### config.mk
export PLATFORM = sky130hd
export DESIGN_NAME = name_feeder_flat
export DESIGN_NICKNAME = d
export VERILOG_FILES = /design/src/rtl/name_feeder_pkg.sv /design/src/rtl/name_feeder_if.sv /design/src/rtl/name_feeder_table.sv /design/src/rtl/name_feeder.sv /design/src/flat_wrapper.sv
export SDC_FILE = /design/constraint.sdc
export NUM_CORES = 2
export LEC_CHECK = 0
export ABC_AREA = 1
export CAP_MARGIN = 20
export CELL_PAD_IN_SITES_DETAIL_PLACEMENT = 0
export CELL_PAD_IN_SITES_GLOBAL_PLACEMENT = 1
export CORE_ASPECT_RATIO = 1.75
export CORE_MARGIN = 3
export CORE_UTILIZATION = 35
export DETAILED_ROUTE_END_ITERATION = 7
export MAX_ROUTING_LAYER = met4
export PLACE_DENSITY_LB_ADDON = 0.12
export SLEW_MARGIN = 0
export SYNTH_ARGS = -nofsm -noshare
export SYNTH_HDL_FRONTEND = slang
export SYNTH_SLANG_ARGS = --single-unit
### constraint.sdc
create_clock -name clk -period 7.2 [get_ports clk]
set_input_delay 2.16 -clock clk [delete_from_list [all_inputs] [get_ports clk]]
set_output_delay 2.16 -clock clk [all_outputs]
set_load 0.005 [all_outputs]
### src/rtl/name_feeder_pkg.sv
// name_feeder_pkg: shared state enum, word/name types and default sizing for the name feeder
// Contents: state_t (IDLE/RUN/DONE), word_t, name_t, default WORD_SIZE/MAX_NAME_LENGTH, idx_bits helper.
package name_feeder_pkg;
  localparam int WORD_SIZE_DEF = 32;
  localparam int MAX_NAME_LENGTH_DEF = 8;
  typedef enum logic [1:0] {IDLE, RUN, DONE} state_t;
  typedef logic [WORD_SIZE_DEF-1:0] word_t;
  typedef word_t [MAX_NAME_LENGTH_DEF-1:0] name_t;
  function automatic int idx_bits(int n);
    return n > 1 ? $clog2(n) : 1;
  endfunction
endpackage

### src/rtl/name_feeder_if.sv
// name_feeder_if: table-write, run-control and name-output signals of the name feeder
// slave: DUT view (write port, cfg/start/stop, out_ready in; wr_err, out_* and done out).
// master: producer/consumer view. Stats ports exist only with NAME_FEEDER_STATS_EN.
interface name_feeder_if import name_feeder_pkg::*; #(
  parameter int WORD_SIZE = WORD_SIZE_DEF,
  parameter int MAX_NAME_LENGTH = MAX_NAME_LENGTH_DEF,
  parameter int NUM_NAMES = 9
) ();
  localparam int NW = idx_bits(NUM_NAMES);
  localparam int WW = idx_bits(MAX_NAME_LENGTH);
  localparam int CW = $clog2(NUM_NAMES) + 1;
  logic wr_en;
  logic [NW-1:0] wr_name;
  logic [WW-1:0] wr_word;
  logic [WORD_SIZE-1:0] wr_data;
  logic wr_err;
  logic [CW-1:0] cfg_count;
  logic cfg_loop;
  logic start;
  logic stop;
  logic out_valid;
  logic out_ready;
  logic [WORD_SIZE*MAX_NAME_LENGTH-1:0] out_name;
  logic [NW-1:0] out_idx;
  logic done;
`ifdef NAME_FEEDER_STATS_EN
  logic [31:0] stat_issued;
  logic [31:0] stat_stall;
`endif
  modport slave (
    input wr_en, wr_name, wr_word, wr_data, cfg_count, cfg_loop, start, stop, out_ready,
    output wr_err, out_valid, out_name, out_idx, done
`ifdef NAME_FEEDER_STATS_EN
    , output stat_issued, stat_stall
`endif
  );
  modport master (
    output wr_en, wr_name, wr_word, wr_data, cfg_count, cfg_loop, start, stop, out_ready,
    input wr_err, out_valid, out_name, out_idx, done
`ifdef NAME_FEEDER_STATS_EN
    , input stat_issued, stat_stall
`endif
  );
endinterface

### src/rtl/name_feeder_table.sv
// name_table: name register file, one word write port and one combinational whole-name read port
// Ports: clk, we/wname/wword/wdata (word write), rname/rdata (name read). No reset: contents survive rst.
module name_table #(
  parameter int WORD_SIZE = 32,
  parameter int MAX_NAME_LENGTH = 8,
  parameter int NUM_NAMES = 9,
  parameter int NW = 4,
  parameter int WW = 3
) (
  input  logic clk,
  input  logic we,
  input  logic [NW-1:0] wname,
  input  logic [WW-1:0] wword,
  input  logic [WORD_SIZE-1:0] wdata,
  input  logic [NW-1:0] rname,
  output logic [WORD_SIZE*MAX_NAME_LENGTH-1:0] rdata
);
  logic [MAX_NAME_LENGTH-1:0][WORD_SIZE-1:0] mem [NUM_NAMES];
  always_ff @(posedge clk)
    if (we) mem[wname][wword] <= wdata;
  assign rdata = mem[rname];
endmodule

### src/rtl/name_feeder.sv
// name_feeder: issues stored names in index order over a valid/ready handshake, one-shot or looping
// Ports: clk, rst (sync, active-high), bus (name_feeder_if.slave).
// Optional NAME_FEEDER_STATS_EN adds saturating stat_issued/stat_stall counters on the bus.
module name_feeder import name_feeder_pkg::*; #(
  parameter int WORD_SIZE = WORD_SIZE_DEF,
  parameter int MAX_NAME_LENGTH = MAX_NAME_LENGTH_DEF,
  parameter int NUM_NAMES = 9
) (
  input logic clk,
  input logic rst,
  name_feeder_if.slave bus
);
  localparam int NW = idx_bits(NUM_NAMES);
  localparam int WW = idx_bits(MAX_NAME_LENGTH);
  localparam int CW = $clog2(NUM_NAMES) + 1;
  localparam int NL = WORD_SIZE * MAX_NAME_LENGTH;
  state_t state, state_n;
  logic [CW-1:0] count, count_n, clamp;
  logic loop, loop_n;
  logic [NW-1:0] idx, idx_n;
  logic [NL-1:0] rd_name;
  logic run, hs, go, last, wr_bad, we;
  assign run = state == RUN;
  assign hs = run && bus.out_ready;
  assign go = !run && bus.start;
  assign clamp = 32'(bus.cfg_count) > NUM_NAMES ? CW'(NUM_NAMES) : bus.cfg_count;
  assign last = CW'(idx) + CW'(1) == count;
  assign wr_bad = 32'(bus.wr_name) >= NUM_NAMES || 32'(bus.wr_word) >= MAX_NAME_LENGTH;
  assign we = bus.wr_en && !rst && !run && !wr_bad;
  name_table #(
    .WORD_SIZE(WORD_SIZE), .MAX_NAME_LENGTH(MAX_NAME_LENGTH), .NUM_NAMES(NUM_NAMES), .NW(NW), .WW(WW)
  ) u_table (
    .clk(clk), .we(we), .wname(bus.wr_name), .wword(bus.wr_word), .wdata(bus.wr_data),
    .rname(idx), .rdata(rd_name)
  );
  always_ff @(posedge clk) begin
    if (rst) begin
      state <= IDLE;
      count <= '0;
      loop <= 1'b0;
      idx <= '0;
      bus.wr_err <= 1'b0;
    end else begin
      state <= state_n;
      count <= count_n;
      loop <= loop_n;
      idx <= idx_n;
      bus.wr_err <= bus.wr_en && (run || wr_bad);
    end
  end
  // A stop in the same cycle as a handshake still lets idx advance; only the state is overridden.
  always_comb begin
    state_n = state;
    count_n = count;
    loop_n = loop;
    idx_n = idx;
    if (go) begin
      count_n = clamp;
      loop_n = bus.cfg_loop;
      idx_n = '0;
      state_n = clamp == '0 ? DONE : RUN;
    end else if (run) begin
      if (hs) begin
        idx_n = last ? '0 : idx + NW'(1);
        state_n = last && !loop ? DONE : RUN;
      end
      if (bus.stop) state_n = IDLE;
    end
  end
  assign bus.out_valid = run;
  assign bus.out_name = run ? rd_name : '0;
  assign bus.out_idx = run ? idx : '0;
  assign bus.done = state == DONE;
`ifdef NAME_FEEDER_STATS_EN
  always_ff @(posedge clk) begin
    if (rst || go) begin
      bus.stat_issued <= '0;
      bus.stat_stall <= '0;
    end else begin
      if (hs && ~&bus.stat_issued) bus.stat_issued <= bus.stat_issued + 32'd1;
      if (run && !bus.out_ready && ~&bus.stat_stall) bus.stat_stall <= bus.stat_stall + 32'd1;
    end
  end
`endif
endmodule

### src/flat_wrapper.sv
// flat-port wrapper written by rule: the top's interface ports become plain ports
module name_feeder_flat import name_feeder_pkg::*;
#(
  parameter int WORD_SIZE = WORD_SIZE_DEF,
  parameter int MAX_NAME_LENGTH = MAX_NAME_LENGTH_DEF,
  parameter int NUM_NAMES = 9
)
  (clk, rst, bus_wr_en, bus_wr_name, bus_wr_word, bus_wr_data, bus_cfg_count, bus_cfg_loop, bus_start, bus_stop, bus_out_ready, bus_wr_err, bus_out_valid, bus_out_name, bus_out_idx, bus_done);
  name_feeder_if #(.WORD_SIZE(WORD_SIZE), .MAX_NAME_LENGTH(MAX_NAME_LENGTH), .NUM_NAMES(NUM_NAMES)) bus_i ();
  input logic clk;
  input logic rst;
  input wire logic [$bits(bus_i.wr_en)-1:0] bus_wr_en;
  input wire logic [$bits(bus_i.wr_name)-1:0] bus_wr_name;
  input wire logic [$bits(bus_i.wr_word)-1:0] bus_wr_word;
  input wire logic [$bits(bus_i.wr_data)-1:0] bus_wr_data;
  input wire logic [$bits(bus_i.cfg_count)-1:0] bus_cfg_count;
  input wire logic [$bits(bus_i.cfg_loop)-1:0] bus_cfg_loop;
  input wire logic [$bits(bus_i.start)-1:0] bus_start;
  input wire logic [$bits(bus_i.stop)-1:0] bus_stop;
  input wire logic [$bits(bus_i.out_ready)-1:0] bus_out_ready;
  output wire logic [$bits(bus_i.wr_err)-1:0] bus_wr_err;
  output wire logic [$bits(bus_i.out_valid)-1:0] bus_out_valid;
  output wire logic [$bits(bus_i.out_name)-1:0] bus_out_name;
  output wire logic [$bits(bus_i.out_idx)-1:0] bus_out_idx;
  output wire logic [$bits(bus_i.done)-1:0] bus_done;
  assign bus_i.wr_en = bus_wr_en;
  assign bus_i.wr_name = bus_wr_name;
  assign bus_i.wr_word = bus_wr_word;
  assign bus_i.wr_data = bus_wr_data;
  assign bus_i.cfg_count = bus_cfg_count;
  assign bus_i.cfg_loop = bus_cfg_loop;
  assign bus_i.start = bus_start;
  assign bus_i.stop = bus_stop;
  assign bus_i.out_ready = bus_out_ready;
  assign bus_wr_err = bus_i.wr_err;
  assign bus_out_valid = bus_i.out_valid;
  assign bus_out_name = bus_i.out_name;
  assign bus_out_idx = bus_i.out_idx;
  assign bus_done = bus_i.done;
  name_feeder #(.WORD_SIZE(WORD_SIZE), .MAX_NAME_LENGTH(MAX_NAME_LENGTH), .NUM_NAMES(NUM_NAMES)) u_core (.clk(clk), .rst(rst), .bus(bus_i));
endmodule
==> summary.md <==
| Metric | Value |
|---|---|
| Status | `complete, no violations` |
| Critical-path top delay cell | `dfxtp_4` |
| Final net count | `7654` |
| Dpl cell area | `0.0998 mm^2` |
| DP Worst Slack | `1.31 ns` |
| Cell Pwr Density | `260 mW/mm^2` |
| Tmin final | `6.93 ns` |
| Final instance area | `0.107 mm^2` |
| Min-Delay Path Class | `reg -> reg` |
| Routed via count | `59300` |
| Slew headroom | `20.5%` |
| HP Start | `u_core.count[4]` |
| Vias in the first global route | `58300` |
| Clock transition at the registers of the reported paths | `0.06 ns` |
| Worst Path Arrival | `4.77 ns` |
| CP most frequent cell | `nand3_1` |
| Max Buffers Root-to-Sink | `4` |
| Crit-path max FO | `238` |
| I/O Buffers | `313` |
| DIE AREA | `0.270 mm^2` |
| Initial drt markers | `5562` |
| Overall Global Routing Usage | `22.8%` |
| Clk Latency, worst-skew pair | `0.89 ns` |
| Critical Path End Type | `output port` |
| Worst VDD drop | `0.000174 V` |
| Die width | `394 um` |
| Worst-path cell chain | `clkinv_16 > buf_12 > buf_4 > nand2_1 > nand3_1 > nand3_1 > nand3_1 > o211ai_1 > inv_1 > clkdlybuf4s50_1` |
| Cell area after synthesis | `0.0921 mm^2` |
| CP required | `5.04 ns` |
| DRC Markers | `0` |
| Largest net degree at the start of global routing | `239` |
| Core area | `0.261 mm^2` |
| CTS tree | `yes` |
| GRT overflow | `0` |
| Hold_buf cts | `0` |
| Die Ht | `685 um` |
| Fin crit share | `96.3%` |
| Max-cap check violation count | `0` |
| Crit Path Class | `reg -> out` |
| Worst clock skew | `0.0398 ns` |
| Sequential-to-total area share from yosys stat | `75.5%` |
| Layout fillers | `24800` |
| Setup TNS Final | `0 ns` |
| Hold path depth | `2` |
| Post-CTS Setup Bufs | `0` |
| FFs w/ async S/R, synth | `0%` |
| CTS Sinks | `2321` |
| CTS root buffer | `clkbuf_16` |
| Post-Layout Cell Count | `11300` |
| Hold EP | `u_core.count[4]` |
| Top FF cell, synth | `edfxtp_1` |
| Num CTS Buffers | `219` |
| RSZ-0062 raised after global routing | `no` |
| First-pass GRT wire length | `435 mm` |
| Row count | `248` |
| Post-synth EDFFs | `2304` |
| DRT antenna net count | `0` |
| Synthesized instance count | `7367` |
| Share of cells above drive strength 1 | `7.72%` |
| Leak Pwr | `0.0376 uW` |
| Final Max Tran Viols | `0` |
| Commonest non-fill, non-tap cells in the layout | `edfxtp_1, nand2_1, nand3_1, nor2_1, o21ai_0` |
| Dpl cells | `10900` |
| Fmax | `0.144 GHz` |
| TritonRoute pass-1 iters | `6` |
| R2r endpoint | `u_core.u_table.mem[7][112]` |
| Critical R2R Launch | `u_core.state[0]` |
| Starting Density | `35.3%` |
| H-tree levels | `4` |
| Initial antenna violation count | `32` |
| Post-CTS sizing | `0` |
| Final Hold Viols | `0` |
| Count of final setup violators | `0` |
| Final HPWL DP | `171 mm` |
| Slew @ Worst Pin | `1.19 ns` |
| Routed WL | `307 mm` |
| GP Congestion | `0.767` |
| Fin worst setup slack | `0.267 ns` |
| YS warnings | `0` |
| Most common cell after layout, fill and taps aside | `edfxtp_1` |
| Flops & latches, synth | `2321` |
| R2r setup slk | `3.06 ns` |
| Area delta synth->final | `16.0%` |
| WL/cell | `27.2 um` |
| Synth Area per Inst | `12.5 um^2` |
| Startpoint types | `flip-flop` |
| Slowest stage delay, CP | `0.77 ns` |
| I/O pin cnt | `314` |
| FF-to-FF path depth | `10` |
| Netlist cell types | `29` |
| Via density | `5.26` |
| Syn Nets | `7419` |
[Yosys cell counts, drive strengths merged (8+ instances only)]
| cell | instances | area, um^2 |
|---|---|---|
| a21oi | 8 | 40.0 |
| nand2 | 1437 | 5410 |
| nor2 | 871 | 3270 |
| clkbuf | 248 | 933 |
| nand3 | 1039 | 5200 |
| inv | 288 | 1090 |
| o22ai | 258 | 1610 |
| edfxtp | 2304 | 69200 |
| buf | 234 | 1350 |
| o21ai | 524 | 2620 |
| dfxtp | 17 | 340 |
| o211ai | 127 | 953 |
[critical path, delay by kind of cell (launching register included)]
family                 cells  cell delay (ns)
flip-flops                 1             0.77
AO/OA/AOI/OAI              1             0.16
AND/OR/NAND/NOR            4             0.48
buffers and inverters      5             1.98
[cell families after synthesis]
kind of cell	after synthesis	synth area share, %
xor gates and xnor gates	2	0.0190
AOI/OAI and AO/OA	919	5.70
DFF	2321	75.5
buffers and inverters	772	3.66
adders and majority gates	1	0.0136
and+or+nand+nor	3352	15.1
[per-stage QoR]
stage / power [uW] / hold slack, ns / utilization (%)
floorplan: 15700 / 0.430 / -
global placement: 16600 / 0.441 / 38.1
detailed placement: 16600 / 0.442 / 38.2
CTS: 28100 / 0.454 / 40.8
global route: 28600 / 0.480 / 40.9
finish: 27800 / 0.453 / 40.9
[cell type report]
cell class	instances	area [um^2]	share of cell area [%]
Timing Repair Buffer	496	5110	4.78
Clock buffer	275	5780	5.41
Clock inverter	121	1100	1.03
Inverter	290	1140	1.07
Sequential cell	2321	69500	65.1
Antenna cell	7	17.5	0.0164
Multi-Input combinational cell	4274	19800	18.5
Tap cell	3500	4380	4.10
[state kept, by name (all words and copies together) (netlist names), named ones only]
name                cells
u_core.bus.wr_err       1
u_core.count            5
u_core.u_table.mem   2304
u_core.state            2
u_core.loop             1
u_core.idx              4
[worst max path at each step]
stage,slack (ns),cells past startpoint,to
floorplan,2.38,7,u_core.u_table.mem[0][0]
global placement,1.29,10,u_core.u_table.mem[7][125]
detailed placement,1.31,10,u_core.u_table.mem[7][127]
CTS,0.40,10,bus_out_name[164]
global route,0.11,10,bus_out_name[164]
finish,0.27,10,bus_out_name[164]
[routing by layer]
layer  up-vias  wire [um]  GRT usage (%)
met4         0       9480           6.88
met1     30300     126000           28.7
li1      26800          -              -
met5         -          0              -
met3       398      16000           2.43
met2      1860     155000           38.9
[power by group]
| part | total, uW | switching [uW] | internal (uW) |
|---|---|---|---|
| registers | 14900 | 9.73 | 14900 |
| clock network | 11500 | 5090 | 6440 |
| logic | 1370 | 987 | 388 |
(Power assumes the default switching activity.)
